[config.mk]
export PLATFORM = sky130hd
export DESIGN_NAME = linebuf_port_arbiter_flat
export DESIGN_NICKNAME = d
export VERILOG_FILES = /design/src/rtl/linebuf_pkg.sv /design/src/rtl/linebuf_port_arbiter_if.sv /design/src/rtl/linebuf_rd_tracker.sv /design/src/rtl/linebuf_port_arbiter.sv /design/src/flat_wrapper.sv
export SDC_FILE = /design/constraint.sdc
export NUM_CORES = 1
export LEC_CHECK = 0
export CAP_MARGIN = 30
export CORE_AREA = 4 4 418 420
export CTS_CLUSTER_SIZE = 10
export DETAILED_ROUTE_END_ITERATION = 16
export DIE_AREA = 0 0 422 424
export GPL_ROUTABILITY_DRIVEN = 0
export PLACE_DENSITY = 0.3
export SLEW_MARGIN = 15
export SYNTH_ARGS = -nofsm -noshare
export SYNTH_HDL_FRONTEND = slang
export SYNTH_SLANG_ARGS = --single-unit
[constraint.sdc]
create_clock -name clk -period 2.2 [get_ports clk]
set_input_delay 0.22 -clock clk [delete_from_list [all_inputs] [get_ports clk]]
set_output_delay 0.22 -clock clk [all_outputs]
set_load 0.03 [all_outputs]
[src/rtl/linebuf_pkg.sv]
// -----------------------------------------------------------------------------
// linebuf_pkg
// Shared constants, the read-tag type and a clog2 helper for the line-buffer
// port arbiter slice.
//   LINEBUF_DATA_WIDTH : width of one line-buffer word (cost vector)
//   LINEBUF_DEPTH      : number of words in the line buffer (one image line)
//   rd_tag_t           : per-read flag travelling alongside the RAM pipeline
//   clog2()            : address width for a given depth
// -----------------------------------------------------------------------------
package linebuf_pkg;

    localparam int LINEBUF_DATA_WIDTH = 256;
    localparam int LINEBUF_DEPTH      = 640;

    typedef struct packed {
        logic valid;
        logic err;
    } rd_tag_t;

    function automatic int clog2(input int value);
        int result;
        result = 0;
        for (int v = value - 1; v > 0; v = v >> 1) begin
            result = result + 1;
        end
        return result;
    endfunction

endpackage

[src/rtl/linebuf_port_arbiter_if.sv]
// -----------------------------------------------------------------------------
// linebuf_port_arbiter_if
// Bundles the requester handshakes, the read response and the RAM port of the
// line-buffer arbiter.
//   slave  : the arbiter side (takes requests and ram_do, drives grants,
//            response and the RAM controls)
//   master : the surrounding logic (requesters, response consumer, RAM)
// -----------------------------------------------------------------------------
interface linebuf_port_arbiter_if
    import linebuf_pkg::*;
#(
    parameter int DATA_WIDTH   = LINEBUF_DATA_WIDTH,
    parameter int ADDRESS_BITS = clog2(LINEBUF_DEPTH)
);
    logic                    wr_req;
    logic [ADDRESS_BITS-1:0] wr_addr;
    logic [DATA_WIDTH-1:0]   wr_data;
    logic                    wr_gnt;
    logic                    rd_req;
    logic [ADDRESS_BITS-1:0] rd_addr;
    logic                    rd_gnt;
    logic                    rd_valid;
    logic [DATA_WIDTH-1:0]   rd_data;
    logic                    rd_err;
    logic                    ram_en;
    logic                    ram_we;
    logic [ADDRESS_BITS-1:0] ram_addr;
    logic [DATA_WIDTH-1:0]   ram_di;
    logic [DATA_WIDTH-1:0]   ram_do;

    modport slave (
        input  wr_req, wr_addr, wr_data, rd_req, rd_addr, ram_do,
        output wr_gnt, rd_gnt, rd_valid, rd_data, rd_err,
               ram_en, ram_we, ram_addr, ram_di
    );

    modport master (
        output wr_req, wr_addr, wr_data, rd_req, rd_addr, ram_do,
        input  wr_gnt, rd_gnt, rd_valid, rd_data, rd_err,
               ram_en, ram_we, ram_addr, ram_di
    );
endinterface

[src/rtl/linebuf_rd_tracker.sv]
// -----------------------------------------------------------------------------
// linebuf_rd_tracker
// Two-stage read-tag pipeline that advances in lock-step with the RAM's
// en-gated output registers, so a tag leaves stage 2 exactly when its data is
// on ram_do.
// Ports:
//   clk, rst     : clock, asynchronous active-high reset
//   i_en         : RAM enable this cycle (pipeline advance)
//   i_load       : a read is granted this cycle
//   i_tag        : tag for the granted read
//   o_p1_valid   : a read sits in stage 1 and still needs one enable
//   o_rd_valid   : stage-2 valid (response strobe)
//   o_rd_err     : stage-2 error flag
// -----------------------------------------------------------------------------
module linebuf_rd_tracker
    import linebuf_pkg::*;
(
    input  logic    clk,
    input  logic    rst,
    input  logic    i_en,
    input  logic    i_load,
    input  rd_tag_t i_tag,
    output logic    o_p1_valid,
    output logic    o_rd_valid,
    output logic    o_rd_err
);
    rd_tag_t r_p1;
    rd_tag_t r_p2;

    // A load always coincides with i_en (a grant forces en), and a valid p1
    // also forces en, so p1 never needs to hold a live tag across an idle cycle.
    always_ff @(posedge clk or posedge rst) begin
        if (rst) begin
            r_p1 <= '0;
            r_p2 <= '0;
        end else if (i_en) begin
            r_p1 <= i_load ? i_tag : '0;
            r_p2 <= r_p1;
        end else begin
            r_p2 <= '0;
        end
    end

    assign o_p1_valid = r_p1.valid;
    assign o_rd_valid = r_p2.valid;
    assign o_rd_err   = r_p2.err;
endmodule

[src/rtl/linebuf_port_arbiter.sv]
// -----------------------------------------------------------------------------
// linebuf_port_arbiter
// Shares one single-port, 2-cycle-read-latency line-buffer RAM between a write
// requester and a read requester. Grants are combinational; read responses
// come back with rd_valid exactly two cycles after rd_gnt.
// Ports:
//   clk, rst : clock, asynchronous active-high reset
//   bus      : linebuf_port_arbiter_if.slave (requests, grants, response,
//              RAM en/we/addr/di/do)
// Build option:
//   LINEBUF_RD_PRIO_EN defined   -> read always wins a conflict
//   LINEBUF_RD_PRIO_EN undefined -> round-robin, write wins the first conflict
// -----------------------------------------------------------------------------
module linebuf_port_arbiter
    import linebuf_pkg::*;
#(
    parameter int DATA_WIDTH = LINEBUF_DATA_WIDTH,
    parameter int RAM_DEPTH  = LINEBUF_DEPTH
) (
    input  logic                    clk,
    input  logic                    rst,
    linebuf_port_arbiter_if.slave   bus
);
    localparam int ADDRESS_BITS = clog2(RAM_DEPTH);
    // One extra bit so a depth that is an exact power of two still compares.
    localparam logic [ADDRESS_BITS:0] ADDR_LIMIT = (ADDRESS_BITS + 1)'(RAM_DEPTH);

    logic                    w_wr_gnt;
    logic                    w_rd_gnt;
    logic [ADDRESS_BITS-1:0] w_addr;
    logic [DATA_WIDTH-1:0]   w_di;
    logic                    w_in_range;
    logic                    w_we;
    logic                    w_en;
    logic                    w_p1_valid;
    logic                    w_rd_valid;
    logic                    w_rd_err;
    rd_tag_t                 w_tag;

    // Grants are masked by rst so the RAM port is quiet while reset is held.
`ifdef LINEBUF_RD_PRIO_EN
    assign w_rd_gnt = !rst && bus.rd_req;
    assign w_wr_gnt = !rst && bus.wr_req && !bus.rd_req;
`else
    logic r_last;   // 0: write served last, 1: read served last

    always_ff @(posedge clk or posedge rst) begin
        if (rst) begin
            r_last <= 1'b1;
        end else if (w_wr_gnt) begin
            r_last <= 1'b0;
        end else if (w_rd_gnt) begin
            r_last <= 1'b1;
        end
    end

    assign w_wr_gnt = !rst && bus.wr_req && (!bus.rd_req || r_last);
    assign w_rd_gnt = !rst && bus.rd_req && (!bus.wr_req || !r_last);
`endif

    always_comb begin
        w_addr = '0;
        w_di   = '0;
        if (w_wr_gnt) begin
            w_addr = bus.wr_addr;
            w_di   = bus.wr_data;
        end else if (w_rd_gnt) begin
            w_addr = bus.rd_addr;
        end
    end

    assign w_in_range = ({1'b0, w_addr} < ADDR_LIMIT);
    assign w_we       = w_wr_gnt && w_in_range;
    // p1 keeps en up for the cycle after each read so its data reaches ram_do.
    assign w_en       = w_rd_gnt || w_we || w_p1_valid;
    assign w_tag      = '{valid: 1'b1, err: !w_in_range};

    linebuf_rd_tracker u_rd_tracker (
        .clk        (clk),
        .rst        (rst),
        .i_en       (w_en),
        .i_load     (w_rd_gnt),
        .i_tag      (w_tag),
        .o_p1_valid (w_p1_valid),
        .o_rd_valid (w_rd_valid),
        .o_rd_err   (w_rd_err)
    );

    assign bus.wr_gnt   = w_wr_gnt;
    assign bus.rd_gnt   = w_rd_gnt;
    assign bus.ram_en   = w_en;
    assign bus.ram_we   = w_we;
    assign bus.ram_addr = w_addr;
    assign bus.ram_di   = w_di;
    assign bus.rd_valid = w_rd_valid;
    assign bus.rd_err   = w_rd_err;
    assign bus.rd_data  = (w_rd_valid && !w_rd_err) ? bus.ram_do : '0;
endmodule

[src/flat_wrapper.sv]
// flat-port wrapper written by rule: the top's interface ports become plain ports
module linebuf_port_arbiter_flat import linebuf_pkg::*;
#(
    parameter int DATA_WIDTH = LINEBUF_DATA_WIDTH,
    parameter int RAM_DEPTH  = LINEBUF_DEPTH
)
  (clk, rst, bus_wr_req, bus_wr_addr, bus_wr_data, bus_rd_req, bus_rd_addr, bus_ram_do, bus_wr_gnt, bus_rd_gnt, bus_rd_valid, bus_rd_data, bus_rd_err, bus_ram_en, bus_ram_we, bus_ram_addr, bus_ram_di);
  linebuf_port_arbiter_if #(.DATA_WIDTH(DATA_WIDTH), .ADDRESS_BITS((10))) bus_i ();
  input  logic clk;
  input  logic rst;
  input wire logic [$bits(bus_i.wr_req)-1:0] bus_wr_req;
  input wire logic [$bits(bus_i.wr_addr)-1:0] bus_wr_addr;
  input wire logic [$bits(bus_i.wr_data)-1:0] bus_wr_data;
  input wire logic [$bits(bus_i.rd_req)-1:0] bus_rd_req;
  input wire logic [$bits(bus_i.rd_addr)-1:0] bus_rd_addr;
  input wire logic [$bits(bus_i.ram_do)-1:0] bus_ram_do;
  output wire logic [$bits(bus_i.wr_gnt)-1:0] bus_wr_gnt;
  output wire logic [$bits(bus_i.rd_gnt)-1:0] bus_rd_gnt;
  output wire logic [$bits(bus_i.rd_valid)-1:0] bus_rd_valid;
  output wire logic [$bits(bus_i.rd_data)-1:0] bus_rd_data;
  output wire logic [$bits(bus_i.rd_err)-1:0] bus_rd_err;
  output wire logic [$bits(bus_i.ram_en)-1:0] bus_ram_en;
  output wire logic [$bits(bus_i.ram_we)-1:0] bus_ram_we;
  output wire logic [$bits(bus_i.ram_addr)-1:0] bus_ram_addr;
  output wire logic [$bits(bus_i.ram_di)-1:0] bus_ram_di;
  assign bus_i.wr_req = bus_wr_req;
  assign bus_i.wr_addr = bus_wr_addr;
  assign bus_i.wr_data = bus_wr_data;
  assign bus_i.rd_req = bus_rd_req;
  assign bus_i.rd_addr = bus_rd_addr;
  assign bus_i.ram_do = bus_ram_do;
  assign bus_wr_gnt = bus_i.wr_gnt;
  assign bus_rd_gnt = bus_i.rd_gnt;
  assign bus_rd_valid = bus_i.rd_valid;
  assign bus_rd_data = bus_i.rd_data;
  assign bus_rd_err = bus_i.rd_err;
  assign bus_ram_en = bus_i.ram_en;
  assign bus_ram_we = bus_i.ram_we;
  assign bus_ram_addr = bus_i.ram_addr;
  assign bus_ram_di = bus_i.ram_di;
  linebuf_port_arbiter #(.DATA_WIDTH(DATA_WIDTH), .RAM_DEPTH(RAM_DEPTH)) u_core (.clk(clk), .rst(rst), .bus(bus_i));
endmodule
==> flow_summary.ini <==
[critical_path]
cp_max_fo = 9
path_common_cell = buf_12
timing_worst_setup_path_type = flop to output port
critPathCaptureType = output port
crit_start = u_core.r_last$_DFFE_PP1P_
cp-start-kind = flop
critical-path-max-stage-delay_ns = 0.52
worstRegToRegCells = 6
crit_required_ns = 1.98
rr_startpoint = u_core.r_last$_DFFE_PP1P_
rrSetupSlack_ns = 0.53
crit_arrival_ns = 1.97
cp_cell_sequence = nand2b_4 -> and3_4 -> buf_12 -> buf_16 -> buf_4 -> and2_1 -> buf_12
critPathSlowestCell = dfstp_2
timing.rr.end = u_core.u_rd_tracker.o_rd_err$_DFF_PP0_

[cts]
cts-htree-levels = 1
path_clk_slew_ns = 0.03
hold_buffers = 0
cts_sinks = 5
cts_buffers = 3
cts_tree = done
clkLatencyLatePin_ns = 0.23
clockBufferDepth = 2
cts_root_buffer = clkbuf_16

[sta]
max_freq_mhz = 456
hold_violations = 0
period_share = 0.997
drv_slew = 0
tightest_slew_ns = 0.459
whs_ns = 0.401
timing.slew.headroom = 0.693
clock_skew_ns = 0.000634
fin_setup_tns_ns = 0
rsz0062_at_grt = true
layout_setup_ws_ns = 0.00658
setup_viol = 0
min_period_ns = 2.19

[status]
status = finished clean

[logic_synthesis]
synth_area_per_cell_um2 = 6.28
synth.distinct_cells = 25
yosysMostFrequentCell = and2_1
synth_top_cells_by_count = 514 x and2_1, 38 x clkbuf_1, 20 x buf_2
synthTopCellsByArea = and2_1 84%, clkbuf_1 3.7%, buf_2 2.6%, dfrtp_1 2.6%, a22o_1 1.6%
yosysTopAreaCell = and2_1
yosys.area.top_type_share = 0.836
synth-async-reset-ratio = 1.00
synth_ff_type = dfrtp_1
synth-edff-count = 0
ys_ff_latch = 5
synth_area_um2 = 3850
syn_nets = 1149
postSynthCellCount = 613
synth-seq-area-share = 0.0328
yosys_warnings = 0

[pwr]
power.internal_mw = 2.79
p_sw_frac = 0.460
power.density_nw_per_um2 = 248
clkPwrFrac = 0.057
p_leak_nw = 8.04
p_comb_frac = 0.922
seq_power_share = 0.021
p_switching_mw = 2.38
ir_worst_vdd_mv = 0.174

[placement]
port-buffer-count = 1063
dp_slack_ns = -0.225
hpwlAfterDp_um = 131000

[floorplan]
fp-row-count = 152
coreArea_um2 = 171000
pin_count = 1064
die_area_um2 = 179000
start_util = 0.0225
die_w_um = 422
fp.dieH_um = 424

[routing]
num_vias = 9464
firstDrtPassIters = 6
drtIter0Drc = 402
wl_um = 140000
drt.antenna.violating_nets = 0
drcViolationCount = 0
viasPerCell = 2.42
drt-wirelength-per-cell_um = 35.7

[grt]
grt_pass1_vias = 9429
grt_overflow = 0
antenna_found_initial = 228
grt_start_max_net_pins = 69
grt_first_pass_wirelength_um = 161000
grt.total_usage = 0.148

[cells_and_area]
syn2layout_area_growth_pct = 441
layout-drive-gt1-share = 0.348
n_fill_cell = 19500
nets = 2196

[job]
max-cap-violations = 0

[worst_hold_path]
hold_class = input port to asynchronous set/reset pin
-- power by group through the flow --
| stage | sequential [mW] | combinational, mW | clock, mW |
|---|---|---|---|
| floorplan | 0.112 | 1.40 | 0 |
| global placement | 0.114 | 4.75 | 0 |
| detailed placement | 0.113 | 4.72 | 0 |
| CTS | 0.108 | 4.86 | 0.305 |
| global route | 0.109 | 4.97 | 0.316 |
| finish | 0.108 | 4.77 | 0.297 |
-- logic make-up after synthesis --
family          Yosys count  synth area share
simple gates            526             0.852
buf+inv                  62            0.0709
flops                     5            0.0328
compound gates           20            0.0439
-- critical path: cells and delay by family, from the launching register on --
family        cells  cell delay (ns)
buf+inv           4             0.63
flops             1             0.52
simple gates      3             0.57
-- metrics by stage --
step,instances,utilization,power (mW),instance area (um^2)
6_report,3911,0.122,5.17,20800
5_1_grt,3895,0.122,5.40,20800
4_1_cts,3891,0.121,5.28,20700
3_5_place_dp,3880,0.119,4.83,20400
3_3_place_gp,3880,0.119,4.86,20400
2_1_floorplan,613,-,1.52,3850
-- routing by layer --
metal,track usage,share of wire
met3,0.0781,0.12
met4,0.00231,0.013
met1,0.147,0.34
met2,0.287,0.53
met5,0,0.0032
-- sequential cells by signal (all words and copies together), names as in the netlist --
name                            cells
u_core.r_last                       1
u_core.u_rd_tracker.o_p1_valid      1
u_core.u_rd_tracker.o_rd_err        1
u_core.u_rd_tracker.o_rd_valid      1
u_core.u_rd_tracker.r_p1            1
-- worst max path at each step --
| stage | endpoint |
|---|---|
| finish | bus_ram_di[215] |
| CTS | bus_ram_di[210] |
| detailed placement | bus_ram_di[155] |
| floorplan | bus_ram_en |
| global route | bus_ram_di[228] |
| global placement | bus_ram_en |
-- repair_timing --
item | 4_1_cts | 5_1_grt
buffers inserted | 2 | 0
pin swaps | 1 | 0
setup endpoints to repair | 269 | 121
resized for setup | 55 | 19
gates cloned | 6 | 1
-- placed cells by master (no fill, tap or decap), types with 3 or more instances in the layout --
cell,instances
dlygate4sd2_1,27
buf_4,179
buf_16,9
a22o_1,5
diode_2,19
dfrtp_1,4
and2_2,4
buf_12,344
nor2_1,5
and2_4,20
clkbuf_16,4
a32oi_1,3
and2_1,490
buf_6,5
clkdlybuf4s50_1,535
-- area by class of cell --
| class | instances | area, um^2 | share of cell area |
|---|---|---|---|
| antenna | 19 | 47.5 | 0.00228 |
| multi-input combinational | 546 | 3540 | 0.170 |
| sequential | 5 | 126 | 0.00607 |
| clock buffer | 4 | 78.8 | 0.00379 |
| timing repair buffer | 1103 | 14200 | 0.683 |
| tap | 2233 | 2790 | 0.134 |
| inverter | 1 | 3.75 | 0.000180 |
Power figures use the tool's default switching activity.
